File: src/rtl/mux_arbiter.sv
// Purpose : two-requester packet mux (0 = forwarded, 1 = local PTP) with packet-atomic grants.
// Latency : one cycle from a data-FIFO pop to out_data; a grant costs one IDLE cycle per packet.
// Backpr. : out_data_alf blocks new grants only; an empty data FIFO mid-packet stalls the output.
//
// Ports:
//   clk, rst_n                         clock, synchronous active-low reset
//   in{0,1}_data_q / _empty / _rd      FWFT data FIFO head word, empty flag, pop strobe
//   in{0,1}_valid_q / _empty / _rd     per-packet keep flag FIFO, empty flag, pop strobe
//   out_data_wr / out_data             registered output word and its write strobe
//   out_data_valid_wr / out_data_valid keep flag written alongside the tail word
//   out_data_alf                       downstream almost-full
//   pkt_cnt0 / pkt_cnt1                packets granted per requester (wrapping)
//
// Build option: define MUX_ARBITER_PTP_PRIO_EN to give requester 1 every tie
// (strict priority); otherwise ties alternate round-robin.

module mux_arbiter (
    input  logic         clk,
    input  logic         rst_n,

    input  logic [133:0] in0_data_q,
    input  logic         in0_data_empty,
    output logic         in0_data_rd,
    input  logic         in0_valid_q,
    input  logic         in0_valid_empty,
    output logic         in0_valid_rd,

    input  logic [133:0] in1_data_q,
    input  logic         in1_data_empty,
    output logic         in1_data_rd,
    input  logic         in1_valid_q,
    input  logic         in1_valid_empty,
    output logic         in1_valid_rd,

    output logic         out_data_wr,
    output logic [133:0] out_data,
    output logic         out_data_valid_wr,
    output logic         out_data_valid,

    input  logic         out_data_alf,
    output logic [31:0]  pkt_cnt0,
    output logic [31:0]  pkt_cnt1
);

    localparam logic [1:0] TAG_TAIL = 2'b10;

    typedef enum logic {
        IDLE  = 1'b0,
        TRANS = 1'b1
    } state_t;

    state_t         state_q, state_d;
    logic           grant_q, grant_d;   // requester owning the current packet
    logic           last_q,  last_d;    // requester granted most recently
    logic [31:0]    cnt0_q,  cnt0_d;
    logic [31:0]    cnt1_q,  cnt1_d;
    logic           wr_q,    wr_d;
    logic [133:0]   dat_q,   dat_d;
    logic           vwr_q,   vwr_d;
    logic           vld_q,   vld_d;

    logic           elig0, elig1;
    logic           tie_pick;
    logic           pick;
    logic           pop;
    logic           tail;
    logic           sel_empty;
    logic [133:0]   sel_word;
    logic           sel_valid;

    // A packet is eligible only once its keep flag is queued, i.e. the whole
    // packet is already in the data FIFO.
    assign elig0 = ~in0_valid_empty;
    assign elig1 = ~in1_valid_empty;

`ifdef MUX_ARBITER_PTP_PRIO_EN
    assign tie_pick = 1'b1;
`else
    assign tie_pick = ~last_q;
`endif

    assign sel_empty = grant_q ? in1_data_empty : in0_data_empty;
    assign sel_word  = grant_q ? in1_data_q     : in0_data_q;
    assign sel_valid = grant_q ? in1_valid_q    : in0_valid_q;

    always_comb begin
        state_d = state_q;
        grant_d = grant_q;
        last_d  = last_q;
        cnt0_d  = cnt0_q;
        cnt1_d  = cnt1_q;
        wr_d    = 1'b0;
        dat_d   = '0;
        vwr_d   = 1'b0;
        vld_d   = 1'b0;
        pick    = 1'b0;
        pop     = 1'b0;
        tail    = 1'b0;

        case (state_q)
            IDLE: begin
                if (!out_data_alf && (elig0 || elig1)) begin
                    pick    = (elig0 && elig1) ? tie_pick : elig1;
                    grant_d = pick;
                    last_d  = pick;
                    if (pick) cnt1_d = cnt1_q + 32'd1;
                    else      cnt0_d = cnt0_q + 32'd1;
                    state_d = TRANS;
                end
            end
            TRANS: begin
                // Words are forwarded verbatim; a stray head tag mid-packet is
                // not treated as a framing error.
                if (!sel_empty) begin
                    pop   = 1'b1;
                    wr_d  = 1'b1;
                    dat_d = sel_word;
                    if (sel_word[133:132] == TAG_TAIL) begin
                        tail    = 1'b1;
                        vwr_d   = 1'b1;
                        vld_d   = sel_valid;
                        state_d = IDLE;
                    end
                end
            end
            default: state_d = IDLE;
        endcase
    end

    // Pops are combinational from the current state; held off during reset so
    // upstream FIFOs are left untouched while the packet is abandoned.
    assign in0_data_rd  = rst_n & pop  & ~grant_q;
    assign in1_data_rd  = rst_n & pop  &  grant_q;
    assign in0_valid_rd = rst_n & tail & ~grant_q;
    assign in1_valid_rd = rst_n & tail &  grant_q;

    always_ff @(posedge clk) begin
        if (!rst_n) begin
            state_q <= IDLE;
            grant_q <= 1'b0;
            last_q  <= 1'b1;    // requester 0 wins the first tie
            cnt0_q  <= '0;
            cnt1_q  <= '0;
            wr_q    <= 1'b0;
            dat_q   <= '0;
            vwr_q   <= 1'b0;
            vld_q   <= 1'b0;
        end else begin
            state_q <= state_d;
            grant_q <= grant_d;
            last_q  <= last_d;
            cnt0_q  <= cnt0_d;
            cnt1_q  <= cnt1_d;
            wr_q    <= wr_d;
            dat_q   <= dat_d;
            vwr_q   <= vwr_d;
            vld_q   <= vld_d;
        end
    end

    assign out_data_wr       = wr_q;
    assign out_data          = dat_q;
    assign out_data_valid_wr = vwr_q;
    assign out_data_valid    = vld_q;
    assign pkt_cnt0          = cnt0_q;
    assign pkt_cnt1          = cnt1_q;

endmodule

File: config.mk
export PLATFORM = sky130hd
export DESIGN_NAME = mux_arbiter
export DESIGN_NICKNAME = d
export VERILOG_FILES = /design/src/rtl/mux_arbiter.sv
export SDC_FILE = /design/constraint.sdc
export NUM_CORES = 1
export LEC_CHECK = 0
export ABC_AREA = 1
export CAP_MARGIN = 20
export CORE_AREA = 4 4 186 188
export CTS_BUF_LIST = sky130_fd_sc_hd__clkbuf_4 sky130_fd_sc_hd__clkbuf_8
export DETAILED_ROUTE_END_ITERATION = 12
export DIE_AREA = 0 0 190 192
export PLACE_DENSITY = 0.62
export SLEW_MARGIN = 30
export SYNTH_ARGS = -nofsm -noshare
export SYNTH_HDL_FRONTEND = slang
export SYNTH_SLANG_ARGS = --single-unit
File: constraint.sdc
create_clock -name clk -period 1.95 [get_ports clk]
set_input_delay 0.4875 -clock clk [delete_from_list [all_inputs] [get_ports clk]]
set_output_delay 0.4875 -clock clk [all_outputs]
set_load 0.02 [all_outputs]
==> results.toml <==
[cells_and_area]
post-route-cell-area_um2 = 14370
final_common_cell = "clkdlybuf4s50_1"
area_growth_pct = 86.01
layout_common_cells = "clkdlybuf4s50_1, dfxtp_1, dlygate4sd2_1"
drive_gt1_share_pct = 11.26
fill_cells = 3289
fin_nets = 1727
diodes = 0

[timing]
clock.fmax_mhz = 443.0
setup_viol = 4
setup_ws_ps = -307.6
hold_ws_ps = 486.1
setup_tns_ps = -1134
max_slew_margin_pct = 70.93
min_period_ps = 2258
tightestPinTransition_ps = 436.0
fin_crit_sh_pct = 115.8
rsz0062_at_grt = "true"
final_hold_viol_count = 0
skew_ps = 9.309
slew_violations = 0

[grt]
antenna_found_initial = 0
grt_pass1_vias = 8163
grt_max_degree = 37
grt_pass1_wl_mm = 46.78
track_usage_pct = 16.38
gr-total-overflow = 0

[pwr]
leakage_uw = 0.006711
p_per_area_nw_per_um2 = 681.4
ir_drop_v = 0.0004952

[run_status]
violations = "negative setup slack"
outcome = "complete, but fails checks"

[critical_path]
critical_path_arrival_ps = 1770
critPathRequiredTime_ps = 1460
cp_slowest_stage_delay_ps = 330
crit_chain = "buf_8 > nand2_4 > nand2_4 > nor2_4 > buf_6 > inv_4 > buf_6 > nor2_4 > buf_12"
reg2reg_depth = 12
cp-startpoint = "grant_q"
path_class = "reg -> out"
critPathSlowestCell = "dfxtp_2"
r2r-end = "out_data[0]"
critical_path_buf_inv_count = 5
cp_top_family = "buffers and inverters"
crit_fanout = 5
start_kind = "flop"
worst-r2r-setup-slack_ps = 120
end_kind = "output pin"
timing.rr.start = "grant_q"

[routing]
vias = 8300
m1WireLength_mm = 13.23
wl_mm = 33.16
first_pass_iters = 5
ant_nets = 0
via_per_inst = 4.318
wl_met2_mm = 16.05
highest_layer = "met4"
dr_wl_met3_mm = 3.285
drc_errors = 0
drtIter0Drc = 259
avgRoutedWirePerCell_um = 17.25

[die]
fp.dieH_um = 192
dieArea_um2 = 36480
die_w_um = 190
core_um2 = 33110
rows = 67
initial_core_util_pct = 23.33
pin_count = 482

[min_path]
hold_path_depth = 2
min_path_type = "reg -> reg"
holdPathEnd = "last_q"
hp-start = "last_q"

[placed_design]
hpwl_mm = 25.99
port_buffers = 481
gp_congestion = 0.8677
dpl_cell_area_um2 = 13530

[clock_network]
cts_tree = "built"
clk_latency_ps = 520
cts_made_buffers = 39
ctsLongestPathBuffers = 3
clk_pin_slew_worst_paths_ps = 60
htree_num_levels = 2
clock_sinks = 204
cts-root-buf = "clkbuf_8"
cts_hold_buffers = 0

[yosys]
syn_inst = 888
synthesis.nets = 1167
synth_area_um2 = 7725
synth-seq-cells = 204
synth_seq_area_share_pct = 52.87
yosysWarnings = 0
avgSynthCellArea_um2 = 8.699
synth_cell_types = 27

[flow_run]
drv_cap = 0
==> cell usage after synthesis <==
master / count / share of area, %
dfxtp_1: 204 / 53
nand2_1: 145 / 7.0
a22o_1: 132 / 15
nor2_1: 127 / 6.2
inv_1: 84 / 4.1
nand3_1: 56 / 3.6
a21oi_1: 26 / 1.7
nand4_1: 18 / 1.5
o21ai_0: 18 / 1.2
buf_2: 13 / 0.84
nor3_1: 11 / 0.71
buf_4: 8 / 0.78
buf_6: 8 / 1.2
clkbuf_1: 8 / 0.39
xor2_1: 7 / 0.79
inv_2: 3 / 0.15
nor2_2: 3 / 0.24
nor3b_1: 3 / 0.29
xnor2_1: 3 / 0.34
and3_1: 2 / 0.16
ha_1: 2 / 0.32
o21bai_1: 2 / 0.19
mux2i_1: 1 / 0.13
nand3b_1: 1 / 0.097
nor2_4: 1 / 0.15
nor4_1: 1 / 0.081
o21a_1: 1 / 0.097
==> kinds of logic (layout without fill, tap and decap cells) <==
family,count (synthesis),after routing,synth area share (%)
buf+inv,124,710,7.402
mux,1,1,0.1296
flops,204,204,52.87
compound gates,179,179,18.11
fa+ha+maj,2,2,0.3239
simple gates,368,368,20.04
xor+xnor,10,10,1.134
==> per-stage QoR <==
stage | utilization (%) | total power [µW] | instances | worst slack [ps]
floorplan | - | 4642 | 888 | 60.79
global placement | 40.86 | 5507 | 1845 | -859.2
detailed placement | 40.86 | 5514 | 1845 | -877.5
CTS | 42.97 | 9970 | 1917 | -416.5
global route | 43.39 | 10230 | 1922 | -419.1
finish | 43.39 | 9791 | 1922 | -307.6
==> worst min-delay path, stage by stage, from the launching register on <==
cell and delay, ps:
dfxtp_1 320, nand2_1 60, nand3_1 50
==> power breakdown <==
group | switching (µW) | total, µW | internal (µW)
Combinational | 404 | 1120 | 716
Clock | 1850 | 4390 | 2550
Sequential | 27.0 | 4280 | 4250
Total | 2280 | 9790 | 7510
==> routing by layer <==
layer / vias up / track usage, %
met3: 45 / 6.270
met5: - / 0
met1: 3750 / 19.34
met2: 368 / 28.07
met4: 0 / 4.146
li1: 4137 / -
==> registers in the layout, summed over array words and instances (netlist names) <==
signal             count
grant_q                1
last_q                 1
out_data             134
out_data_valid         1
out_data_valid_wr      1
out_data_wr            1
pkt_cnt0              32
pkt_cnt1              32
state_q                1
==> cell type report <==
class	count	area, µm²	area share, %
Clock buffer	57	734.5	5.111
Clock inverter	10	82.58	0.5747
Inverter	87	334.1	2.325
Multi-Input combinational cell	560	3136	21.82
Sequential cell	204	4085	28.43
Tap cell	448	560.5	3.901
Timing Repair Buffer	556	5436	37.84
==> what timing repair did <==
action                     4_1_cts  5_1_grt
buffers inserted                 5        3
setup endpoints to repair      198      136
gates cloned                     0        3
gates resized for setup        227       16
pin swaps                       16        7
==> worst max-delay path by stage <==
stage | end | slack (ps) | cells past startpoint
after floorplan | in1_valid_rd | 60 | 7
after global placement | in1_valid_rd | -860 | 10
after detailed placement | in1_valid_rd | -880 | 10
after CTS | in1_valid_rd | -420 | 10
after global routing | in1_data_rd | -420 | 9
final | in1_data_rd | -310 | 9
No activity file was read; power rests on OpenSTA's default activity.
